**config.mk**
```make
export PLATFORM = sky130hd
export DESIGN_NAME = ibuf_fetch_ctrl
export DESIGN_NICKNAME = d
export VERILOG_FILES = /design/src/rtl/ibuf_pkg.sv /design/src/rtl/ibuf_group_align.sv /design/src/rtl/ibuf_fetch_ctrl.sv
export SDC_FILE = /design/constraint.sdc
export NUM_CORES = 1
export LEC_CHECK = 0
export ABC_AREA = 1
export BUFFER_PORTS_ARGS = -buffer_cell sky130_fd_sc_hd__buf_2
export CAP_MARGIN = 20
export CORE_ASPECT_RATIO = 0.6
export CORE_MARGIN = 3
export CORE_UTILIZATION = 35
export DETAILED_ROUTE_END_ITERATION = 12
export GPL_ROUTABILITY_DRIVEN = 1
export PLACE_DENSITY_LB_ADDON = 0.2
export SLEW_MARGIN = 30
export SYNTH_ARGS = -nofsm -noshare
export SYNTH_HDL_FRONTEND = slang
export SYNTH_HIERARCHICAL = 1
export SYNTH_SLANG_ARGS = --single-unit
export TNS_END_PERCENT = 50
```
**constraint.sdc**
```tcl
create_clock -name clk -period 5.3 [get_ports clk]
set_clock_uncertainty 0.1 [all_clocks]
set_input_delay 0.53 -clock clk [delete_from_list [all_inputs] [get_ports clk]]
set_output_delay 0.53 -clock clk [all_outputs]
set_load 0.01 [all_outputs]
```
**src/rtl/ibuf_pkg.sv**
```systemverilog
// Shared constants and FSM state encoding for the instruction-buffer fetch sequencer.
package ibuf_pkg;
  localparam int FETCH_NUM = 4;
  localparam int OFS_W     = $clog2(FETCH_NUM);
  localparam int BOFS_W    = $clog2(FETCH_NUM * 4);

  typedef enum logic {RUN, DRAIN} fetch_state_e;
endpackage

```
**src/rtl/ibuf_group_align.sv**
```systemverilog
// Compacts a fetch group starting at slot k down to slot 0 and generates per-slot PCs and write mask.
module ibuf_group_align
  import ibuf_pkg::*;
#(
  parameter int DATA_WIDTH = 32,
  parameter int ADDR_WIDTH = 32
) (
  input  logic [ADDR_WIDTH-1:0]           base_i,
  input  logic [OFS_W-1:0]                k_i,
  input  logic [FETCH_NUM*DATA_WIDTH-1:0] data_i,
  output logic [FETCH_NUM*DATA_WIDTH-1:0] inst_o,
  output logic [FETCH_NUM*ADDR_WIDTH-1:0] pc_o,
  output logic [FETCH_NUM-1:0]            wen_o
);
  // Shifting right zero-fills the slots past the end of the group.
  assign inst_o = data_i >> (DATA_WIDTH * int'(k_i));

  for (genvar j = 0; j < FETCH_NUM; j++) begin : g_slot
    assign pc_o[j*ADDR_WIDTH +: ADDR_WIDTH] = base_i + ADDR_WIDTH'(4 * j) + (ADDR_WIDTH'(k_i) << 2);
    assign wen_o[j] = (j + int'(k_i)) < FETCH_NUM;
  end
endmodule

```
**src/rtl/ibuf_fetch_ctrl.sv**
```systemverilog
// Fetch sequencer: credit-checked I-cache requests, in-order response compaction, redirect flush/drain.
module ibuf_fetch_ctrl
  import ibuf_pkg::*;
#(
  parameter int                    DATA_WIDTH      = 32,
  parameter int                    ADDR_WIDTH      = 32,
  parameter int                    DEPTH           = 32,
  parameter int                    MAX_OUTSTANDING = 2,
  parameter logic [ADDR_WIDTH-1:0] RESET_PC        = 32'h8000_0000
) (
  input  logic                            clk,
  input  logic                            rst,
  input  logic                            redirect_valid,
  input  logic [ADDR_WIDTH-1:0]           redirect_pc,
  output logic                            req_valid,
  input  logic                            req_ready,
  output logic [ADDR_WIDTH-1:0]           req_addr,
  input  logic                            resp_valid,
  input  logic [FETCH_NUM*DATA_WIDTH-1:0] resp_data,
  output logic [FETCH_NUM*DATA_WIDTH-1:0] inst_o,
  output logic [FETCH_NUM*ADDR_WIDTH-1:0] pc_o,
  output logic [FETCH_NUM-1:0]            inst_wen,
  output logic                            buf_clr,
  input  logic [$clog2(DEPTH)-1:0]        inst_count
);
  localparam int CW    = $clog2(DEPTH) + 3;
  localparam int OUT_W = $clog2(MAX_OUTSTANDING + 1);
  localparam int PTR_W = (MAX_OUTSTANDING > 1) ? $clog2(MAX_OUTSTANDING) : 1;

  fetch_state_e          state_q;
  logic [ADDR_WIDTH-1:0] fetch_pc_q, fetch_pc_d;
  logic [OUT_W-1:0]      outs_q, outs_d, drop_q, redir_drop;
  logic [PTR_W-1:0]      wptr_q, rptr_q;
  // Entries hold the word address of each request: group base plus start slot.
  logic [ADDR_WIDTH-3:0] ofs_fifo_q [MAX_OUTSTANDING];
  logic [ADDR_WIDTH-3:0] head;
  logic [CW-1:0]         need;
  logic                  credit, req_fire, resp_fire;
  logic [FETCH_NUM-1:0]  al_wen;
  logic                  unused_pc_lo;

  function automatic logic [PTR_W-1:0] ptr_inc(input logic [PTR_W-1:0] p);
    return (p == PTR_W'(MAX_OUTSTANDING - 1)) ? '0 : p + PTR_W'(1);
  endfunction

  // Occupancy is taken as-is: reads draining the buffer this cycle are not credited.
  assign need      = CW'(inst_count) + CW'(FETCH_NUM) * (CW'(outs_q) + CW'(1));
  assign credit    = need <= CW'(DEPTH - 1);
  assign req_valid = (state_q == RUN) & credit & (outs_q < OUT_W'(MAX_OUTSTANDING)) & ~redirect_valid;
  assign req_addr  = {fetch_pc_q[ADDR_WIDTH-1:BOFS_W], {BOFS_W{1'b0}}};
  assign req_fire  = req_valid & req_ready;

  assign resp_fire    = resp_valid & (drop_q == '0) & ~redirect_valid;
  assign redir_drop   = outs_q - OUT_W'(resp_valid);
  assign head         = ofs_fifo_q[rptr_q];
  assign buf_clr      = redirect_valid;
  assign inst_wen     = resp_fire ? al_wen : '0;
  assign unused_pc_lo = ^fetch_pc_q[1:0];

  ibuf_group_align #(
    .DATA_WIDTH(DATA_WIDTH),
    .ADDR_WIDTH(ADDR_WIDTH)
  ) u_align (
    .base_i (ADDR_WIDTH'({head[ADDR_WIDTH-3:BOFS_W-2], {BOFS_W{1'b0}}})),
    .k_i    (head[OFS_W-1:0]),
    .data_i (resp_data),
    .inst_o (inst_o),
    .pc_o   (pc_o),
    .wen_o  (al_wen)
  );

  always_comb begin
    fetch_pc_d = fetch_pc_q;
    if (redirect_valid)
      fetch_pc_d = redirect_pc;
    else if (req_fire)
      fetch_pc_d = req_addr + ADDR_WIDTH'(FETCH_NUM * 4);
    outs_d = outs_q + OUT_W'(req_fire) - OUT_W'(resp_valid);
  end

  always_ff @(posedge clk) begin
    if (rst) begin
      fetch_pc_q <= RESET_PC;
      outs_q     <= '0;
      wptr_q     <= '0;
      rptr_q     <= '0;
    end else begin
      fetch_pc_q <= fetch_pc_d;
      outs_q     <= outs_d;
      if (req_fire)   wptr_q <= ptr_inc(wptr_q);
      if (resp_valid) rptr_q <= ptr_inc(rptr_q);
    end
  end

  always_ff @(posedge clk) begin
    if (req_fire) ofs_fifo_q[wptr_q] <= fetch_pc_q[ADDR_WIDTH-1:2];
  end

  // The offset FIFO is never flushed; drop_q just counts how many of its heads are stale.
  always_ff @(posedge clk) begin
    if (rst) begin
      state_q <= RUN;
      drop_q  <= '0;
    end else if (redirect_valid) begin
      drop_q  <= redir_drop;
      state_q <= (redir_drop != '0) ? DRAIN : RUN;
    end else if (resp_valid && drop_q != '0) begin
      drop_q <= drop_q - OUT_W'(1);
      if (drop_q == OUT_W'(1)) state_q <= RUN;
    end
  end

  a_resp_legal: assert property (@(posedge clk) disable iff (rst) !(resp_valid && outs_q == '0))
    else $error("resp_valid with no request outstanding");
endmodule

```
==> metrics.md, run 1 <==
| Metric | Value |
|---|---|
| Status | `finished, final reports clean` |
| I/O Buffers | `447` |
| FF-to-FF setup slack | `2750 ps` |
| Syn Inst Count | `1417` |
| Die Wd | `219 um` |
| Final worst-path cycle share | `80.3%` |
| WP data arrival | `3630 ps` |
| Layout Cells excl Fill | `2162` |
| Dpl cells | `2141` |
| CTS tree | `built` |
| First-pass GRT wire length | `59500 um` |
| Max transition margin | `56.2%` |
| Fillers | `2836` |
| Root buf cell | `clkbuf_16` |
| PwrDens | `237 nW/um2` |
| All-Layer GR Usage | `26.6%` |
| P_leak | `0.00599 uW` |
| CP Launch Type | `flip-flop` |
| Vias in the first global route | `9674` |
| Setup TNS | `0 ps` |
| CTS sink count | `98` |
| Worst min-delay path class | `in -> reg` |
| Comb power frac | `44.9%` |
| Starting DRT DRC Count | `1038` |
| Synth Warn # | `6` |
| Htree depth | `3` |
| Clock Pin Slew Worst Setup and Hold Paths | `80 ps` |
| DRC violations left | `0` |
| Die H | `134 um` |
| Nets | `1985` |
| Final Hold Fails | `0` |
| Area growth from synthesis to layout | `26.1%` |
| Reg area | `2560 um2` |
| Slew @ Worst Pin | `657 ps` |
| Slew Limit Fails | `0` |
| Peak VDD IR | `0.000160 V` |
| Initial core utilization | `35.9%` |
| Crit end category | `primary output` |
| DPL Wire Length | `33900 um` |
| Post-layout min period | `4260 ps` |
| Clk_lat worst skew | `350 ps` |
| Pin count of the biggest net entering global routing | `76` |
| DRT Pass-1 Iters | `6` |
| Core area | `26600 um2` |
| Count of different cell masters after synthesis | `41` |
| Mapped cell area | `9540 um2` |
| Die area | `29300 um2` |
| Post-DR wirelength/cell | `19.0 um` |
| Area occupied by multi-input gates | `5820 um2` |
| Critical path type | `reg -> out` |
| Clk pwr share | `22.9%` |
| Req. time, crit path | `4670 ps` |
| Psw | `1200 uW` |
| Initial antenna violation count | `11` |
| I/O pins | `464` |
| Max cap viols | `0` |
| DR vias | `10800` |
| PostCTS Resize Cnt | `0` |
| Drt total wl | `41100 um` |
| Setup Buffers After CTS | `0` |
| Total grt overflow | `0` |
| # setup viols final | `0` |
| # rows | `46` |
| Clk buf depth | `2` |
| Switching Fraction | `42.2%` |
| TritonCTS buffer count | `9` |
| ANT nets after route | `0` |
| RSZ-0062 raised after global routing | `false` |
| Internal Power | `1650 uW` |
| # hold bufs at CTS | `0` |
| Share of cells above drive strength 1 | `32.6%` |
| #FFs+latches synth | `98` |
| Critical path peak fanout | `21` |
| Peak Freq | `235 MHz` |
| Avg Vias per Cell | `5.01` |
| Global placer's final weighted congestion | `0.996` |
| Sequential-to-total area share from yosys stat | `26.9%` |
| Mean Syn Cell Area | `6.73 um2` |
| Register share of total power | `32.2%` |
cell usage in the layout, fill, tap and decap left out, drive strengths merged, types with 2 or more instances in the layout:
cell type / instances
clkbuf: 9
a21oi: 58
nand3b: 2
conb: 17
mux2i: 14
nand2: 404
dfxtp: 38
clkinv: 3
xnor2: 15
o22ai: 32
nand3: 79
fa: 4
edfxtp: 60
ha: 19
o21ai: 72
mux2: 30
nor2: 226
inv: 150
xor2: 60
a31oi: 4
o211ai: 4
a22oi: 33
buf: 458
diode: 5
worst paths after layout:
check / start / endpoint / depth (start not counted)
max: flip-flop / pc_o[125] / 15
min: redirect_pc[2] / fetch_pc_q[2] / 3
max reg2reg: outs_q[1] / fetch_pc_q[20] / 12
min reg2reg: fetch_pc_q[3] / ofs_fifo_q[0][1] / 0
cell families (layout without fill, tap and decap cells):
logic type	after synthesis	after routing	synth area share [%]
AOI/OAI and AO/OA	204	204	12.2
xor gates and xnor gates	75	75	6.88
adders and majority gates	23	23	3.33
buffers and inverters	256	621	12.9
DFF	98	98	26.9
muxes	44	44	5.01
other	2	22	0.0787
and+or+nand+nor	715	715	32.7
cell type report:
type	instances	area share (%)
antenna	5	0.104
clock buffer	9	1.87
clock inverter	7	0.541
inverter	147	4.59
multi-input combinational	1078	48.4
sequential	98	21.3
tap	360	3.74
timing repair buffer	458	19.5
critical path, stage by stage (launching register included):
cell	delay (ps)
dfxtp_1	630
mux2_4	350
inv_1	50
buf_4	260
ha_1	320
inv_1	90
ha_1	180
fa_1	220
nand3_1	220
nor2_2	360
nand2_1	190
inv_1	110
nand2_1	50
nand2_1	60
nand2_1	40
buf_2	140
synthesized netlist by cell type, drive strengths merged:
| library cell | instances | share of area [%] |
|---|---|---|
| xnor2 | 15 | 1.4 |
| buf | 87 | 6.2 |
| and2 | 1 | 0.092 |
| nand2 | 404 | 16 |
| nor2 | 226 | 11 |
| nand3 | 79 | 4.4 |
| ha | 19 | 2.5 |
| o21ai | 72 | 3.8 |
| mux2i | 14 | 1.5 |
| clkbuf | 22 | 0.88 |
| mux2 | 30 | 3.5 |
| clkinv | 2 | 0.079 |
| or2 | 1 | 0.066 |
| edfxtp | 60 | 19 |
| dfxtp | 38 | 8.0 |
| a22oi | 33 | 2.6 |
| xor2 | 60 | 5.5 |
| nor3 | 1 | 0.052 |
| o21bai | 1 | 0.079 |
| nand4 | 1 | 0.066 |
| o211ai | 4 | 0.31 |
| inv | 145 | 5.7 |
| a31oi | 4 | 0.26 |
| conb | 2 | 0.079 |
| a21oi | 58 | 3.1 |
| o22ai | 32 | 2.1 |
| nand3b | 2 | 0.29 |
| fa | 4 | 0.84 |
routing by layer:
metal | track usage, % | wire length [um]
met1 | 37.4 | 18000
met4 | 5.83 | 919
met3 | 8.63 | 4180
met5 | 0 | 35
met2 | 39.9 | 18000
metrics by stage:
| stage | total power (uW) | hold WS, ps | util [%] | cell area, um2 | setup WS [ps] |
|---|---|---|---|---|---|
| finish | 2850 | 336 | 45.2 | 12000 | 1040 |
| global route | 3010 | 342 | 45.2 | 12000 | 797 |
| CTS | 2850 | 322 | 45.2 | 12000 | 1060 |
| detailed placement | 2200 | 335 | 44.1 | 11700 | 1450 |
| global placement | 2190 | 338 | 44.0 | 11700 | 1260 |
| floorplan | 1690 | 326 | - | 9600 | 1690 |
flip-flops by register name (all words and copies together) (netlist names), named ones only:
register	cells
fetch_pc_q	30
wptr_q	1
drop_q	2
outs_q	2
state_q	1
rptr_q	1
ofs_fifo_q	60
power by group through the flow:
stage | Combinational, uW | Clock [uW] | Sequential [uW]
CTS | 1270 | 665 | 916
global placement | 1260 | 0 | 932
detailed placement | 1270 | 0 | 934
finish | 1280 | 653 | 917
floorplan | 779 | 0 | 906
global route | 1390 | 693 | 923
Note: power is estimated with default switching activity, not from simulation.
==> run 2, diff against run 1 <==
==> constraint.sdc (replaced) <==
create_clock -name clk -period 3.5 [get_ports clk]
set_clock_uncertainty 0.1 [all_clocks]
set_input_delay 0.35 -clock clk [delete_from_list [all_inputs] [get_ports clk]]
set_output_delay 0.35 -clock clk [all_outputs]
set_load 0.01 [all_outputs]
==> run 2 against run 1 <==
Sequential power grew 52%. Worst hold slack worse by 180 ps. Worst setup slack worse by 880 ps. Critical path type unchanged. Largest power group unchanged. Largest cell class unchanged. Via count is 0.91% higher.
==> metrics.md, run 2 (same netlist as run 1, synthesis figures left out) <==
| Metric | Value |
|---|---|
| Root buf cell | `clkbuf_16` |
| Final Hold Fails | `0` |
| # setup viols final | `0` |
| Final Instance Area | `12100 um2` |
| Setup WS pre-CTS | `266 ps` |
| Pin count of the biggest net entering global routing | `132` |
| DR vias | `10900` |
| Setup TNS | `0 ps` |
| M3 GR Usage | `5.75%` |
| Die area | `29300 um2` |
| Worst Setup Slack, final | `161 ps` |
| Clk_lat worst skew | `350 ps` |
| All-Layer GR Usage | `26.9%` |
| Critical path peak fanout | `5` |
| Met1 GRT Util | `38.8%` |
| Post-layout min period | `3340 ps` |
| Worst r2r path cells | `12` |
| CTS tree | `built` |
| Design Power | `4340 uW` |
| Nets | `1991` |
| Peak Freq | `300 MHz` |
| Area occupied by multi-input gates | `5850 um2` |
| Status | `finished, final reports clean` |
| Vias in the first global route | `9828` |
| Initial antenna violation count | `10` |
| I/O pins | `464` |
| Total grt overflow | `0` |
| Initial core utilization | `35.9%` |
| TritonCTS buffer count | `9` |
| Htree depth | `3` |
| Biggest register | `ofs_fifo_q` |
| Drt total wl | `41800 um` |
| DRT Pass-1 Iters | `6` |
| Max reg flops | `60` |
| Met2 Use GR | `42.0%` |
| CP Launch Type | `flip-flop` |
| Crit end category | `primary output` |
| P_leak | `0.00603 uW` |
| I/O Buffers | `447` |
| Global placer's final weighted congestion | `1.03` |
| ANT nets after route | `0` |
| Die H | `134 um` |
| Slew @ Worst Pin | `744 ps` |
| Core area | `26600 um2` |
| Post-DR wirelength/cell | `19.3 um` |
| Critical path type | `reg -> out` |
| WP data arrival | `2890 ps` |
| Worst min-delay path class | `in -> reg` |
| Starting DRT DRC Count | `990` |
| Commonest cells after routing, fill and taps aside | `buf_2 (447), nand2_1 (382), nor2_1 (181)` |
| Area growth from synthesis to layout | `26.8%` |
| DRC violations left | `0` |
| Reg area | `2560 um2` |
| CTS sink count | `98` |
| Req. time, crit path | `3050 ps` |
| DPL Wire Length | `34500 um` |
| Top Usage Layer GRT | `met2` |
| First-pass GRT wire length | `60300 um` |
| Clock Pin Slew Worst Setup and Hold Paths | `70 ps` |
| Slew Limit Fails | `0` |
| Max transition margin | `50.4%` |
| PwrDens | `358 nW/um2` |
| Share of cells above drive strength 1 | `32.9%` |
| Final worst-path cycle share | `95.4%` |
| Top Registers | `ofs_fifo_q: 60 flops, fetch_pc_q: 30 flops` |
| Die Wd | `219 um` |
| RSZ-0062 raised after global routing | `false` |
| # rows | `46` |
| Worst Hold Depth | `3` |
| Leading cell type in the layout, fill and taps excluded | `buf_2` |
| Clk buf depth | `2` |
| Fillers | `2848` |
| Max cap viols | `0` |
| Area after DPL | `11800 um2` |
| Peak VDD IR | `0.000267 V` |
| Avg Vias per Cell | `5.05` |
==> run 2: changes by cell type in the layout (fill, tap and decap cells not counted), sizes merged <==
cell    change
inv         -1
diode       -1
buf         +6
clkinv      +1
==> run 2: power breakdown <==
| group | leakage (uW) | switching, uW | internal (uW) |
|---|---|---|---|
| sequential | 0.000868 | 82.6 | 1300 |
| combinational | 0.00502 | 1270 | 698 |
| clock | 0.000142 | 482 | 503 |
==> run 2: final timing paths <==
kind | end | slack [ps] | startpoint
min | fetch_pc_q[3] | 160 | redirect_pc[3]
max | pc_o[63] | 160 | flip-flop
min reg2reg | ofs_fifo_q[1][0] | 370 | fetch_pc_q[2]
max reg2reg | fetch_pc_q[20] | 970 | outs_q[1]
==> run 2: cell type report <==
class	instances	area share (%)
Clock buffer	9	1.86
Timing Repair Buffer	464	19.7
Multi-Input combinational cell	1078	48.3
Sequential cell	98	21.2
Tap cell	360	3.72
Clock inverter	7	0.558
Antenna cell	4	0.0827
Inverter	147	4.56
==> run 2: critical path: stages, from the launching register on <==
cell and delay [ps]:
dfxtp_2 380, mux2_4 330, inv_1 80, ha_1 260
ha_1 240, fa_1 420, inv_1 140, nor2_2 100
inv_1 100, nor2_4 80, nand2_1 80, nand2_1 60
nand2_2 120, buf_2 160
==> run 2: what timing repair did <==
item	CTS	global route
setup endpoints to repair	10	20
hold endpoints to repair	0	0
setup buffers	0	1
resized for setup	3	7
pin swaps	0	2
hold buffers	0	0
==> run 2: routing by layer <==
metal	routed length (um)	share of wire, %
met1	18500	44
met4	582	1.4
met5	34	0.081
met3	3820	9.1
met2	18900	45
==> run 2: stage by stage <==
step | hold WS (ps) | instances | utilization, %
6_report | 157 | 2167 | 45.5
5_1_grt | 150 | 2164 | 45.5
4_1_cts | 141 | 2162 | 45.4
3_5_place_dp | 353 | 2146 | 44.2
3_3_place_gp | 337 | 2146 | 44.2
2_1_floorplan | 326 | 1432 | -
